### config.mk
export PLATFORM = sky130hd
export DESIGN_NAME = lut_neuron_prog_flat
export DESIGN_NICKNAME = d
export VERILOG_FILES = /design/src/rtl/lut_neuron_prog_pkg.sv /design/src/rtl/lut_neuron_prog_if.sv /design/src/rtl/lut_neuron_ram.sv /design/src/rtl/lut_neuron_prog.sv /design/src/flat_wrapper.sv
export SDC_FILE = /design/constraint.sdc
export NUM_CORES = 1
export LEC_CHECK = 0
export CORE_ASPECT_RATIO = 0.7
export CORE_MARGIN = 10
export CORE_UTILIZATION = 65
export CTS_CLUSTER_DIAMETER = 30
export CTS_CLUSTER_SIZE = 16
export DETAILED_ROUTE_END_ITERATION = 10
export PLACE_DENSITY = 0.92
export SLEW_MARGIN = 20
export SYNTH_ARGS = -nofsm -noshare
export SYNTH_HDL_FRONTEND = slang
export SYNTH_SLANG_ARGS = --single-unit
### constraint.sdc
create_clock -name clk -period 3.02 [get_ports clk]
set_input_delay 0.906 -clock clk [delete_from_list [all_inputs] [get_ports clk]]
set_output_delay 0.906 -clock clk [all_outputs]
set_load 0.005 [all_outputs]
### src/rtl/lut_neuron_prog_pkg.sv
// Shared definitions for the programmable LUT neuron.
//   state_e      : block state {EMPTY, LOAD, RUN}
//   table_depth(): number of table entries for a given input width
//   DEF_IN_BITS / DEF_OUT_BITS : default neuron geometry used by the layer generator
package lut_neuron_prog_pkg;

  localparam int DEF_IN_BITS  = 7;
  localparam int DEF_OUT_BITS = 2;

  typedef enum logic [1:0] {
    EMPTY = 2'd0,
    LOAD  = 2'd1,
    RUN   = 2'd2
  } state_e;

  function automatic int table_depth(input int in_bits);
    return 1 << in_bits;
  endfunction

endpackage

### src/rtl/lut_neuron_prog_if.sv
// Bus bundle for the programmable LUT neuron.
//   prog_* : serial table programming stream (start pulse, valid/data, done pulse, loaded)
//   in_*   : query request (valid/ready, address = neuron input vector)
//   out_*  : query response (valid/ready, table entry)
// master = traffic source / sink around the neuron, slave = the neuron itself.
interface lut_neuron_prog_if
  import lut_neuron_prog_pkg::*;
#(
  parameter int IN_BITS  = DEF_IN_BITS,
  parameter int OUT_BITS = DEF_OUT_BITS
);
  logic                prog_start;
  logic                prog_valid;
  logic [OUT_BITS-1:0] prog_data;
  logic                prog_done;
  logic                loaded;
  logic                in_valid;
  logic                in_ready;
  logic [IN_BITS-1:0]  in_data;
  logic                out_valid;
  logic                out_ready;
  logic [OUT_BITS-1:0] out_data;

  modport master (
    output prog_start, prog_valid, prog_data, in_valid, in_data, out_ready,
    input  prog_done, loaded, in_ready, out_valid, out_data
  );

  modport slave (
    input  prog_start, prog_valid, prog_data, in_valid, in_data, out_ready,
    output prog_done, loaded, in_ready, out_valid, out_data
  );
endinterface

### src/rtl/lut_neuron_ram.sv
// Truth-table storage: 2^IN_BITS x OUT_BITS distributed RAM.
//   clk   : write clock
//   we    : write enable, waddr/wdata : synchronous write port
//   raddr : asynchronous read address, rdata : read data
// Contents are intentionally not reset; they are only meaningful after a full load.
module lut_neuron_ram
  import lut_neuron_prog_pkg::*;
#(
  parameter int IN_BITS  = DEF_IN_BITS,
  parameter int OUT_BITS = DEF_OUT_BITS
) (
  input  logic                clk,
  input  logic                we,
  input  logic [IN_BITS-1:0]  waddr,
  input  logic [OUT_BITS-1:0] wdata,
  input  logic [IN_BITS-1:0]  raddr,
  output logic [OUT_BITS-1:0] rdata
);
  localparam int DEPTH = table_depth(IN_BITS);

  logic [OUT_BITS-1:0] mem [DEPTH];

  always_ff @(posedge clk) begin
    if (we) mem[waddr] <= wdata;
  end

  assign rdata = mem[raddr];

endmodule

### src/rtl/lut_neuron_prog.sv
// Runtime-programmable LUT neuron.
//   clk, rst_n : clock, asynchronous active-low reset
//   bus        : slave side of lut_neuron_prog_if
//     - prog_start restarts a full serial load from address 0
//     - each prog_valid in LOAD writes one word; the last word moves to RUN
//       and pulses prog_done in the following cycle
//     - in RUN, queries go through a one-deep registered output stage
//       (in_ready = !out_valid || out_ready), one result per cycle
module lut_neuron_prog
  import lut_neuron_prog_pkg::*;
#(
  parameter int IN_BITS  = DEF_IN_BITS,
  parameter int OUT_BITS = DEF_OUT_BITS
) (
  input  logic clk,
  input  logic rst_n,
  lut_neuron_prog_if.slave bus
);
  localparam int DEPTH = table_depth(IN_BITS);
  localparam int CW    = IN_BITS + 1;

  state_e              state_q, state_d;
  logic [CW-1:0]       cnt_q;
  logic                prog_done_q;
  logic                out_valid_q;
  logic [OUT_BITS-1:0] out_data_q;
  logic [OUT_BITS-1:0] rd_data;

  logic wr_en;      // table write this cycle
  logic last_wr;    // write of the final table word
  logic in_ready;
  logic accept;
  logic consume;

  // A prog_start always wins over a same-cycle prog_valid, so that word is dropped.
  assign last_wr = wr_en && (cnt_q == CW'(DEPTH - 1));
  assign accept  = bus.in_valid && in_ready;
  assign consume = out_valid_q && bus.out_ready;

  // ---------------------------------------------------------------- FSM
  always_ff @(posedge clk or negedge rst_n) begin
    if (!rst_n) state_q <= EMPTY;
    else        state_q <= state_d;
  end

  always_comb begin
    state_d = state_q;
    unique case (state_q)
      EMPTY: if (bus.prog_start) state_d = LOAD;
      LOAD:  if (bus.prog_start) state_d = LOAD;
             else if (last_wr)   state_d = RUN;
      RUN:   if (bus.prog_start) state_d = LOAD;
      default:                   state_d = EMPTY;
    endcase
  end

  always_comb begin
    wr_en    = 1'b0;
    in_ready = 1'b0;
    unique case (state_q)
      LOAD:    wr_en    = bus.prog_valid && !bus.prog_start;
      RUN:     in_ready = !out_valid_q || bus.out_ready;
      default: ;
    endcase
  end

  // ---------------------------------------------------------------- load counter
  // One bit wider than the address so the terminal value is distinct from 0;
  // the FSM leaves LOAD on the last write, so it never wraps.
  always_ff @(posedge clk or negedge rst_n) begin
    if (!rst_n) begin
      cnt_q       <= '0;
      prog_done_q <= 1'b0;
    end else begin
      prog_done_q <= last_wr;
      if (bus.prog_start) cnt_q <= '0;
      else if (wr_en)     cnt_q <= cnt_q + CW'(1);
    end
  end

  // ---------------------------------------------------------------- table
  lut_neuron_ram #(
    .IN_BITS  (IN_BITS),
    .OUT_BITS (OUT_BITS)
  ) u_ram (
    .clk   (clk),
    .we    (wr_en),
    .waddr (cnt_q[IN_BITS-1:0]),
    .wdata (bus.prog_data),
    .raddr (bus.in_data),
    .rdata (rd_data)
  );

  // ---------------------------------------------------------------- output stage
  // Independent of state: a result accepted in RUN is still held (and may be
  // consumed) after a reload starts.
  always_ff @(posedge clk or negedge rst_n) begin
    if (!rst_n) begin
      out_valid_q <= 1'b0;
      out_data_q  <= '0;
    end else if (accept) begin
      out_valid_q <= 1'b1;
      out_data_q  <= rd_data;
    end else if (consume) begin
      out_valid_q <= 1'b0;
    end
  end

  assign bus.in_ready  = in_ready;
  assign bus.loaded    = (state_q == RUN);
  assign bus.prog_done = prog_done_q;
  assign bus.out_valid = out_valid_q;
  assign bus.out_data  = out_data_q;

endmodule
### src/flat_wrapper.sv
// flat-port wrapper written by rule: the top's interface ports become plain ports
module lut_neuron_prog_flat import lut_neuron_prog_pkg::*;
#(
  parameter int IN_BITS  = DEF_IN_BITS,
  parameter int OUT_BITS = DEF_OUT_BITS
)
  (clk, rst_n, bus_prog_start, bus_prog_valid, bus_prog_data, bus_in_valid, bus_in_data, bus_out_ready, bus_prog_done, bus_loaded, bus_in_ready, bus_out_valid, bus_out_data);
  lut_neuron_prog_if #(.IN_BITS(IN_BITS), .OUT_BITS(OUT_BITS)) bus_i ();
  input  logic clk;
  input  logic rst_n;
  input wire logic [$bits(bus_i.prog_start)-1:0] bus_prog_start;
  input wire logic [$bits(bus_i.prog_valid)-1:0] bus_prog_valid;
  input wire logic [$bits(bus_i.prog_data)-1:0] bus_prog_data;
  input wire logic [$bits(bus_i.in_valid)-1:0] bus_in_valid;
  input wire logic [$bits(bus_i.in_data)-1:0] bus_in_data;
  input wire logic [$bits(bus_i.out_ready)-1:0] bus_out_ready;
  output wire logic [$bits(bus_i.prog_done)-1:0] bus_prog_done;
  output wire logic [$bits(bus_i.loaded)-1:0] bus_loaded;
  output wire logic [$bits(bus_i.in_ready)-1:0] bus_in_ready;
  output wire logic [$bits(bus_i.out_valid)-1:0] bus_out_valid;
  output wire logic [$bits(bus_i.out_data)-1:0] bus_out_data;
  assign bus_i.prog_start = bus_prog_start;
  assign bus_i.prog_valid = bus_prog_valid;
  assign bus_i.prog_data = bus_prog_data;
  assign bus_i.in_valid = bus_in_valid;
  assign bus_i.in_data = bus_in_data;
  assign bus_i.out_ready = bus_out_ready;
  assign bus_prog_done = bus_i.prog_done;
  assign bus_loaded = bus_i.loaded;
  assign bus_in_ready = bus_i.in_ready;
  assign bus_out_valid = bus_i.out_valid;
  assign bus_out_data = bus_i.out_data;
  lut_neuron_prog #(.IN_BITS(IN_BITS), .OUT_BITS(OUT_BITS)) u_core (.clk(clk), .rst_n(rst_n), .bus(bus_i));
endmodule
==> flow_metrics.py, run 1 <==
metrics = {
    "outcome": {
        "status": "completed",
    },
    "placed_design": {
        "place_area_mm2": 0.0119,
        "dpl.cell_count": 923,
        "io_buffer_count": 20,
        "gp_congestion": 0.876,
        "dp_slack_ps": -32.5,
        "dpl.hpwl_um": 15500,
    },
    "grt": {
        "overflow": 0,
        "grt_pass1_vias": 7117,
        "grt_max_degree": 129,
        "antenna_found_initial": 0,
        "track_usage": 0.242,
        "grt_pass1_wl_um": 41800,
    },
    "worst_setup_path": {
        "cp.arrival_ps": 1870,
        "rr_startpoint": "u_core.cnt_q[4]",
        "crit_fanout": 2,
        "r2r_end": "u_core.u_ram.mem[90][0]",
        "cp-end-kind": "output pin",
        "rr_worst_depth": 3,
        "required_ps": 2110,
        "r2r_slack_ps": 850,
        "worstSetupPathType": "in -> out",
        "worstSetupStartpointType": "primary input",
    },
    "routing": {
        "postRouteWirelength_um": 27300,
        "final_antenna_net_count": 0,
        "drtIter0Drc": 1156,
        "wl_per_cell_um": 27.6,
        "drc": 0,
        "dr_total_vias": 6811,
        "viasPerCell": 6.89,
        "firstDrtPassIters": 7,
    },
    "sta": {
        "slew_headroom": 0.472,
        "worstMarginPinSlew_ps": 790,
        "hold_viol": 0,
        "fin_crit_ps": 2780,
        "setup_viol": 0,
        "finalCritPeriodShare": 0.921,
        "drv_slew": 0,
        "timing.fmax_mhz": 360,
        "timing.final.ws_setup_ps": 239,
        "finalClockSkew_ps": 24.8,
        "grt_setup_unrepaired": "false",
    },
    "hold_path": {
        "hp-start": "u_core.cnt_q[7]",
        "hold-path-endpoint": "u_core.cnt_q[7]",
        "min_path_cells": 1,
        "min_path_type": "reg -> reg",
    },
    "pwr": {
        "total_power_uw": 8750,
        "p_per_area_mw_per_mm2": 669,
        "vdd_drop_max_mv": 0.556,
        "power_leakage_uw": 0.00424,
    },
    "clock_tree": {
        "clockRootBuffer": "clkbuf_16",
        "path_clk_slew_ps": 50,
        "clk-insertion-delay-late_ps": 520,
        "cts_tree": "built",
        "cts.sinks": 270,
        "post_cts_buffers": 0,
        "cts_inserted_buffers": 36,
        "cts-htree-levels": 2,
        "clock_path_buffers": 3,
    },
    "synth": {
        "yosysWarnings": 0,
        "synthesis.nets": 692,
        "yosys.area.top_type": "edfxtp_1",
        "synth_cells": 676,
        "synth_area_mm2": 0.0112,
        "synth_edf_count": 256,
        "synth.area.top_cells": "edfxtp_1 (69%), mux4_2 (12%), nor2_1 (4.8%)",
        "avgSynthCellArea_um2": 16.6,
        "synth_common_cells": "edfxtp_1 (256), nor2_1 (144), mux4_2 (60)",
        "ys_seq_area_frac": 0.716,
        "synth_top_area_frac": 0.685,
        "synth_ff_type": "edfxtp_1",
        "netlist-cell-type-count": 41,
        "synthArstFlopShare": 0.0519,
        "synth_most_common_cell": "edfxtp_1",
        "synth_seq_cells": 270,
    },
    "die": {
        "die_area_mm2": 0.0230,
        "core_mm2": 0.0171,
        "ios": 21,
        "fp-row-count": 40,
        "dieWidth_um": 177,
        "die_y_um": 130,
        "start_util": 0.657,
    },
    "flow_run": {
        "maxCapViolCount": 0,
    },
    "final_layout": {
        "area_growth_pct": 16.5,
        "stdcell_area_mm2": 0.0131,
        "final_util": 0.766,
        "final_cells": 989,
        "fin_nets": 746,
        "antenna_cells": 0,
        "drive_gt1_frac": 0.223,
    },
}
## cell type report
type                            count  area, um2
Tap cell                          231        289
Clock inverter                     24        229
Multi-Input combinational cell    364       2960
Fill cell                         854       3990
Timing Repair Buffer               53        567
Inverter                            5       18.8
Sequential cell                   270       8040
Clock buffer                       42        975
## placed cells by master (no fill, tap or decap), types with 5 or more instances in the layout
| master | n |
|---|---|
| a21oi_1 | 9 |
| clkbuf_16 | 37 |
| nand3_1 | 14 |
| a31oi_1 | 6 |
| clkdlybuf4s50_1 | 15 |
| nor2_1 | 144 |
| nand2b_1 | 9 |
| inv_6 | 11 |
| inv_1 | 5 |
| mux4_2 | 60 |
| mux2i_1 | 19 |
| nand2_1 | 34 |
| a211oi_1 | 6 |
| mux2_2 | 7 |
| buf_4 | 23 |
| buf_12 | 11 |
| nor2b_1 | 12 |
| dfrtp_1 | 14 |
| edfxtp_1 | 256 |
## kinds of logic (layout without fill, tap and decap cells)
family | Yosys count | after routing | share of synthesized area
AND/OR/NAND/NOR | 225 | 225 | 0.0844
buffers and inverters | 42 | 124 | 0.0203
adder cells (fa/ha/maj) | 1 | 1 | 0.00112
flip-flops | 270 | 270 | 0.716
multiplexers | 86 | 86 | 0.144
XOR/XNOR | 3 | 3 | 0.00234
AO/OA/AOI/OAI | 49 | 49 | 0.0310
## critical path, cell delays in order
cell and delay (ps):
clkdlybuf4s50_1 450, inv_1 60, a21oi_2 190, dlygate4sd2_1 270
## sequential cells by signal, summed over array words and instances, names as in the netlist
signal	cells
u_core.u_ram.mem	256
u_core.cnt_q	8
u_core.bus.out_data	2
u_core.state_q	2
u_core.bus.out_valid	1
u_core.bus.prog_done	1
## how the worst max path moves through the flow
stage / startpoint / to / depth (start not counted) / slack, ps
floorplan: bus_in_data[1] / u_core.bus.out_data[0] / 7 / 470
global placement: bus_out_ready / bus_in_ready / 4 / 2
detailed placement: bus_in_data[2] / u_core.bus.out_data[0] / 8 / -30
CTS: bus_out_ready / bus_in_ready / 4 / 230
global route: bus_out_ready / bus_in_ready / 4 / 200
finish: bus_out_ready / bus_in_ready / 4 / 240
## repair_timing
item | in CTS | in global routing
hold buffers | 0 | 0
setup endpoints to repair | 1 | 0
resized for setup | 2 | 0
## per-stage QoR
step	hold slack, ps	setup TNS [ps]
after floorplan	442	0
after global placement	464	0
after detailed placement	479	-63.6
after CTS	509	0
after global routing	532	0
final	520	0
## per-layer routing
layer / GRT usage / vias up / part of all wire
li1: - / 2735 / -
met1: 0.296 / 3415 / 0.34
met2: 0.396 / 548 / 0.50
met3: 0.0693 / 113 / 0.12
met4: 0.115 / 0 / 0.039
met5: 0 / - / 0
## report_power, final
| group | internal [uW] | switching, uW |
|---|---|---|
| registers | 4110 | 8.26 |
| clock network | 2540 | 1680 |
| logic | 175 | 240 |
| total | 6820 | 1930 |
Note: power is estimated with default switching activity, not from simulation.
==> run 2: changes to the inputs <==
- ABC_CLOCK_PERIOD_IN_PS: unset -> 3020
- CORE_UTILIZATION: 65 -> 50
- PLACE_DENSITY: 0.92 -> 0.75
==> run 2 against run 1 <==
  * Final area rose by 1.3%
  * Fmax up 1.3%
  * Final cell count rose by 6.0%
  * Setup slack gained 36 ps
  * Critical path depth unchanged
  * Via count down 6.8%
  * Sequential power about the same
  * Utilization fell by 16 points
  * Clock skew is 12 ps lower
  * Count of clock-buffer cells in the layout up 2
  * Critical path type unchanged
  * Largest power group unchanged
  * Highest routed layer unchanged
==> flow_metrics.py, run 2 (synthesized netlist as in run 1, its figures left out) <==
metrics = {
    "outcome": {
        "status": "completed",
    },
    "final_layout": {
        "final_cells": 1048,
        "register_area_mm2": 0.00804,
        "area_growth_pct": 18.0,
        "fin_nets": 750,
        "final_cell_mix": "edfxtp_1 (256), nor2_1 (144), mux4_2 (60)",
        "drive_gt1_frac": 0.227,
        "top_register": "u_core.u_ram.mem",
        "antenna_cells": 0,
        "multiInputGateArea_mm2": 0.00295,
        "n_fill_cell": 1538,
        "top_regs": "u_core.u_ram.mem (256), u_core.cnt_q (8)",
        "final_common_cell": "edfxtp_1",
        "largest_register_ffs": 256,
    },
    "clock_tree": {
        "cts_tree": "built",
        "path_clk_slew_ps": 50,
        "clk-insertion-delay-late_ps": 520,
        "cts_hold_buf": 0,
        "clock_path_buffers": 3,
        "post_cts_buffers": 0,
        "clockRootBuffer": "clkbuf_16",
        "cts_inserted_buffers": 40,
        "cts.sinks": 270,
        "cts_resized": 1,
        "cts-htree-levels": 2,
    },
    "worst_setup_path": {
        "crit_fanout": 2,
        "r2r_slack_ps": 880,
        "cp-end-kind": "output pin",
        "cp.arrival_ps": 1840,
        "worstSetupPathType": "in -> out",
        "crit_start": "bus_out_ready",
        "rr_startpoint": "u_core.state_q[1]",
        "required_ps": 2110,
        "worstSetupStartpointType": "primary input",
    },
    "sta": {
        "setup_viol": 0,
        "finalClockSkew_ps": 12.9,
        "fin_tns_setup_ps": 0,
        "slew_headroom": 0.465,
        "timing.fmax_mhz": 364,
        "fin_crit_ps": 2740,
        "worstMarginPinSlew_ps": 800,
        "hold_ws_ps": 476,
        "hold_viol": 0,
        "finalCritPeriodShare": 0.909,
        "drv_slew": 0,
        "grt_setup_unrepaired": "false",
    },
    "pwr": {
        "pwr-share-comb": 0.045,
        "p_per_area_mw_per_mm2": 680,
        "vdd_drop_max_mv": 0.641,
        "power_leakage_uw": 0.00428,
        "power_switching_share": 0.215,
        "p_switching_uw": 1930,
        "clock_power_share": 0.498,
        "total_power_uw": 9000,
        "internal-power_uw": 7060,
        "power_frac_seq": 0.457,
    },
    "routing": {
        "firstDrtPassIters": 5,
        "drc": 0,
        "drtIter0Drc": 895,
        "postRouteWirelength_um": 24400,
        "wl_per_cell_um": 23.3,
        "viasPerCell": 6.06,
        "final_antenna_net_count": 0,
        "dr_total_vias": 6347,
    },
    "die": {
        "die_y_um": 145,
        "start_util": 0.514,
        "core_mm2": 0.0218,
        "die_area_mm2": 0.0289,
        "dieWidth_um": 199,
        "ios": 21,
        "fp-row-count": 45,
    },
    "grt": {
        "grt_pass1_vias": 6627,
        "overflow": 0,
        "track_usage": 0.172,
        "antenna_found_initial": 0,
        "grt_max_degree": 69,
        "grt_pass1_wl_um": 38500,
    },
    "placed_design": {
        "io_buffer_count": 20,
        "gp_congestion": 0.839,
        "dpl.cell_count": 974,
        "dpl.hpwl_um": 15000,
    },
    "hold_path": {
        "hp-start": "u_core.cnt_q[7]",
        "min_path_type": "reg -> reg",
    },
    "flow_run": {
        "maxCapViolCount": 0,
    },
}
-- run 2: changes by cell type in the layout (fill, tap and decap cells not counted), sizes merged --
cell	before	now
clkbuf	42	44
bufinv	2	3
inv	17	12
clkinvlp	3	7
clkinv	7	13
-- run 2: layout make-up --
class,count,area share
clock buffer,44,0.0783
clock inverter,30,0.0212
inverter,5,0.00142
multi-input combinational,364,0.223
sequential,270,0.607
tap,282,0.0266
timing repair buffer,53,0.0422
-- run 2: power by group through the flow --
stage / logic (uW) / registers, uW / clock network (uW)
3_3_place_gp: 389 / 4190 / 0
2_1_floorplan: 223 / 4190 / 0
6_report: 403 / 4120 / 4480
3_5_place_dp: 403 / 4190 / 0
4_1_cts: 405 / 4110 / 4540
5_1_grt: 433 / 4110 / 4720
-- run 2: routing by layer --
metal,global-route usage,up-vias,share of wire
met2,0.257,333,0.47
met1,0.240,3228,0.41
met5,0,-,0
met3,0.0436,40,0.10
li1,-,2746,-
met4,0.0624,0,0.020
-- run 2: worst max-delay path: stages --
cell and delay [ps]:
clkdlybuf4s50_1 450, inv_1 50, a21oi_1 170, dlygate4sd2_1 260
-- run 2: final timing paths --
kind	cells after the start	to
worst max-delay path	4	bus_in_ready
worst min-delay path	1	u_core.cnt_q[7]
worst max register to register	5	u_core.u_ram.mem[18][1]
worst min register to register	1	u_core.cnt_q[7]
max in group asynchronous	1	u_core.bus.out_data[0]
min in group asynchronous	1	u_core.cnt_q[7]
-- run 2: through the flow --
stage | cell area, um2 | utilization | setup slack, ps
after floorplan | 11200 | - | 468
after global placement | 11900 | 0.546 | -11.2
after detailed placement | 11900 | 0.546 | -14.5
after CTS | 13200 | 0.606 | 266
after global routing | 13200 | 0.606 | 206
final | 13200 | 0.606 | 275
==> run 3: changes to the inputs <==
- CORE_MARGIN: 10 -> unset
- SETUP_SLACK_MARGIN: unset -> 0.05
==> run 3 against run 2 <==
  * Final area rose by 0.27%
  * Via count rose by 1.4%
  * Global-route usage is 6.1 points higher
  * Non-clock buffer count grew 7
  * Fmax fell by 2.0%
  * Sequential cell count is the same
  * Critical path depth unchanged
  * Die area shrank 20%
  * Combinational power grew 2%
==> flow_metrics.py, run 3 (synthesized netlist as in run 1, its figures left out) <==
metrics = {
    "clock_tree": {
        "cts-htree-levels": 2,
        "cts_resized": 1,
        "clk-insertion-delay-late_ps": 520,
        "cts_inserted_buffers": 38,
        "path_clk_slew_ps": 50,
        "cts_hold_buf": 0,
        "clock_path_buffers": 3,
        "post_cts_buffers": 0,
        "clockRootBuffer": "clkbuf_16",
        "cts_tree": "built",
        "cts.sinks": 270,
    },
    "grt": {
        "overflow": 0,
        "track_usage": 0.233,
        "grt_max_degree": 68,
        "grt_pass1_wl_um": 40000,
        "antenna_found_initial": 0,
        "grt_pass1_vias": 6825,
    },
    "sta": {
        "slew_headroom": 0.461,
        "fin_tns_setup_ps": 0,
        "drv_slew": 0,
        "finalCritPeriodShare": 0.927,
        "grt_setup_unrepaired": "false",
        "setup_viol": 0,
        "timing.final.ws_setup_ps": 220,
        "timing.fmax_mhz": 357,
        "hold_viol": 0,
        "finalClockSkew_ps": 22.2,
        "fin_crit_ps": 2800,
        "worstMarginPinSlew_ps": 806,
        "hold_ws_ps": 477,
    },
    "pwr": {
        "vdd_drop_max_mv": 0.405,
        "p_per_area_mw_per_mm2": 681,
        "power_leakage_uw": 0.00431,
    },
    "routing": {
        "drc": 0,
        "drtIter0Drc": 778,
        "wl_per_cell_um": 24.2,
        "final_antenna_net_count": 0,
        "postRouteWirelength_um": 25400,
        "dr_total_vias": 6434,
        "firstDrtPassIters": 5,
        "viasPerCell": 6.13,
    },
    "worst_setup_path": {
        "crit_fanout": 2,
        "required_ps": 2110,
        "cp.arrival_ps": 1890,
        "cp-end-kind": "output pin",
        "crit_chain": "clkdlybuf4s50_1 > inv_1 > a21oi_1 > dlygate4sd2_1",
        "slowest_stage": "clkdlybuf4s50_1",
        "r2r_slack_ps": 960,
        "max_stage_delay_ps": 450,
        "worstSetupPathType": "in -> out",
        "worstSetupStartpointType": "primary input",
    },
    "die": {
        "core_mm2": 0.0218,
        "start_util": 0.514,
        "die_y_um": 127,
        "ios": 21,
        "dieWidth_um": 181,
        "fp-row-count": 45,
        "die_area_mm2": 0.0231,
    },
    "final_layout": {
        "n_fill_cell": 1586,
        "top_regs": "u_core.u_ram.mem (256), u_core.cnt_q (8)",
        "drive_gt1_frac": 0.233,
        "area_growth_pct": 18.3,
        "fin_nets": 755,
        "multiInputGateArea_mm2": 0.00295,
        "register_area_mm2": 0.00804,
        "top_register": "u_core.u_ram.mem",
        "antenna_cells": 0,
        "final_common_cell": "edfxtp_1",
        "final_util": 0.608,
        "final_cell_mix": "edfxtp_1 (256), nor2_1 (144), mux4_2 (60)",
        "largest_register_ffs": 256,
    },
    "placed_design": {
        "io_buffer_count": 20,
        "dp_slack_ps": -57.3,
        "gp_congestion": 0.830,
        "dpl.hpwl_um": 15900,
    },
    "outcome": {
        "status": "completed",
    },
    "hold_path": {
        "min_path_type": "reg -> reg",
    },
    "flow_run": {
        "maxCapViolCount": 0,
    },
}
==> run 3: layout make-up <==
class                   instances  area share
clock buffers                  43      0.0754
clock inverters                26      0.0236
inverters                       5     0.00141
multi-input cells             364       0.223
flip-flops and latches        270       0.605
well taps                     282      0.0266
repair buffers                 60      0.0451
==> run 3: through the flow <==
stage / total power, uW / cells / instance area (um2)
2_1_floorplan: 4410 / 676 / 11200
3_3_place_gp: 4580 / 981 / 12000
3_5_place_dp: 4600 / 981 / 12000
4_1_cts: 9080 / 1050 / 13300
5_1_grt: 9280 / 1050 / 13300
6_report: 9040 / 1050 / 13300
==> run 3: per-layer routing <==
metal / vias to the layer above / GRT usage / part of all wire / wire, um
li1: 2763 / - / - / -
met1: 3245 / 0.325 / 0.40 / 10200
met2: 375 / 0.371 / 0.47 / 11900
met3: 51 / 0.0570 / 0.11 / 2740
met4: 0 / 0.0638 / 0.019 / 479
met5: - / 0 / 0 / 0
==> run 3: worst paths after layout <==
| path | from | to | cells after the start |
|---|---|---|---|
| min | u_core.cnt_q[7] | u_core.cnt_q[7] | 1 |
| min in group asynchronous | rst_n | u_core.cnt_q[1] | 1 |
| min reg2reg | u_core.cnt_q[7] | u_core.cnt_q[7] | 1 |
| max reg2reg | u_core.state_q[1] | u_core.u_ram.mem[15][0] | 6 |
| max in group asynchronous | rst_n | u_core.cnt_q[7] | 1 |
| max | bus_out_ready | bus_in_ready | 4 |
==> run 3: power by group <==
| group | switching (uW) | leakage [uW] | internal (uW) | total (uW) |
|---|---|---|---|---|
| clock | 1720 | 0.000628 | 2790 | 4510 |
| combinational | 233 | 0.00120 | 179 | 412 |
| sequential | 7.84 | 0.00249 | 4110 | 4110 |
| total | 1960 | 0.00431 | 7080 | 9040 |
==> run 3: critical path: cells and delay by family <==
family                 cells  cell delay [ps]
buffers and inverters      3              780
AO/OA/AOI/OAI              1              200
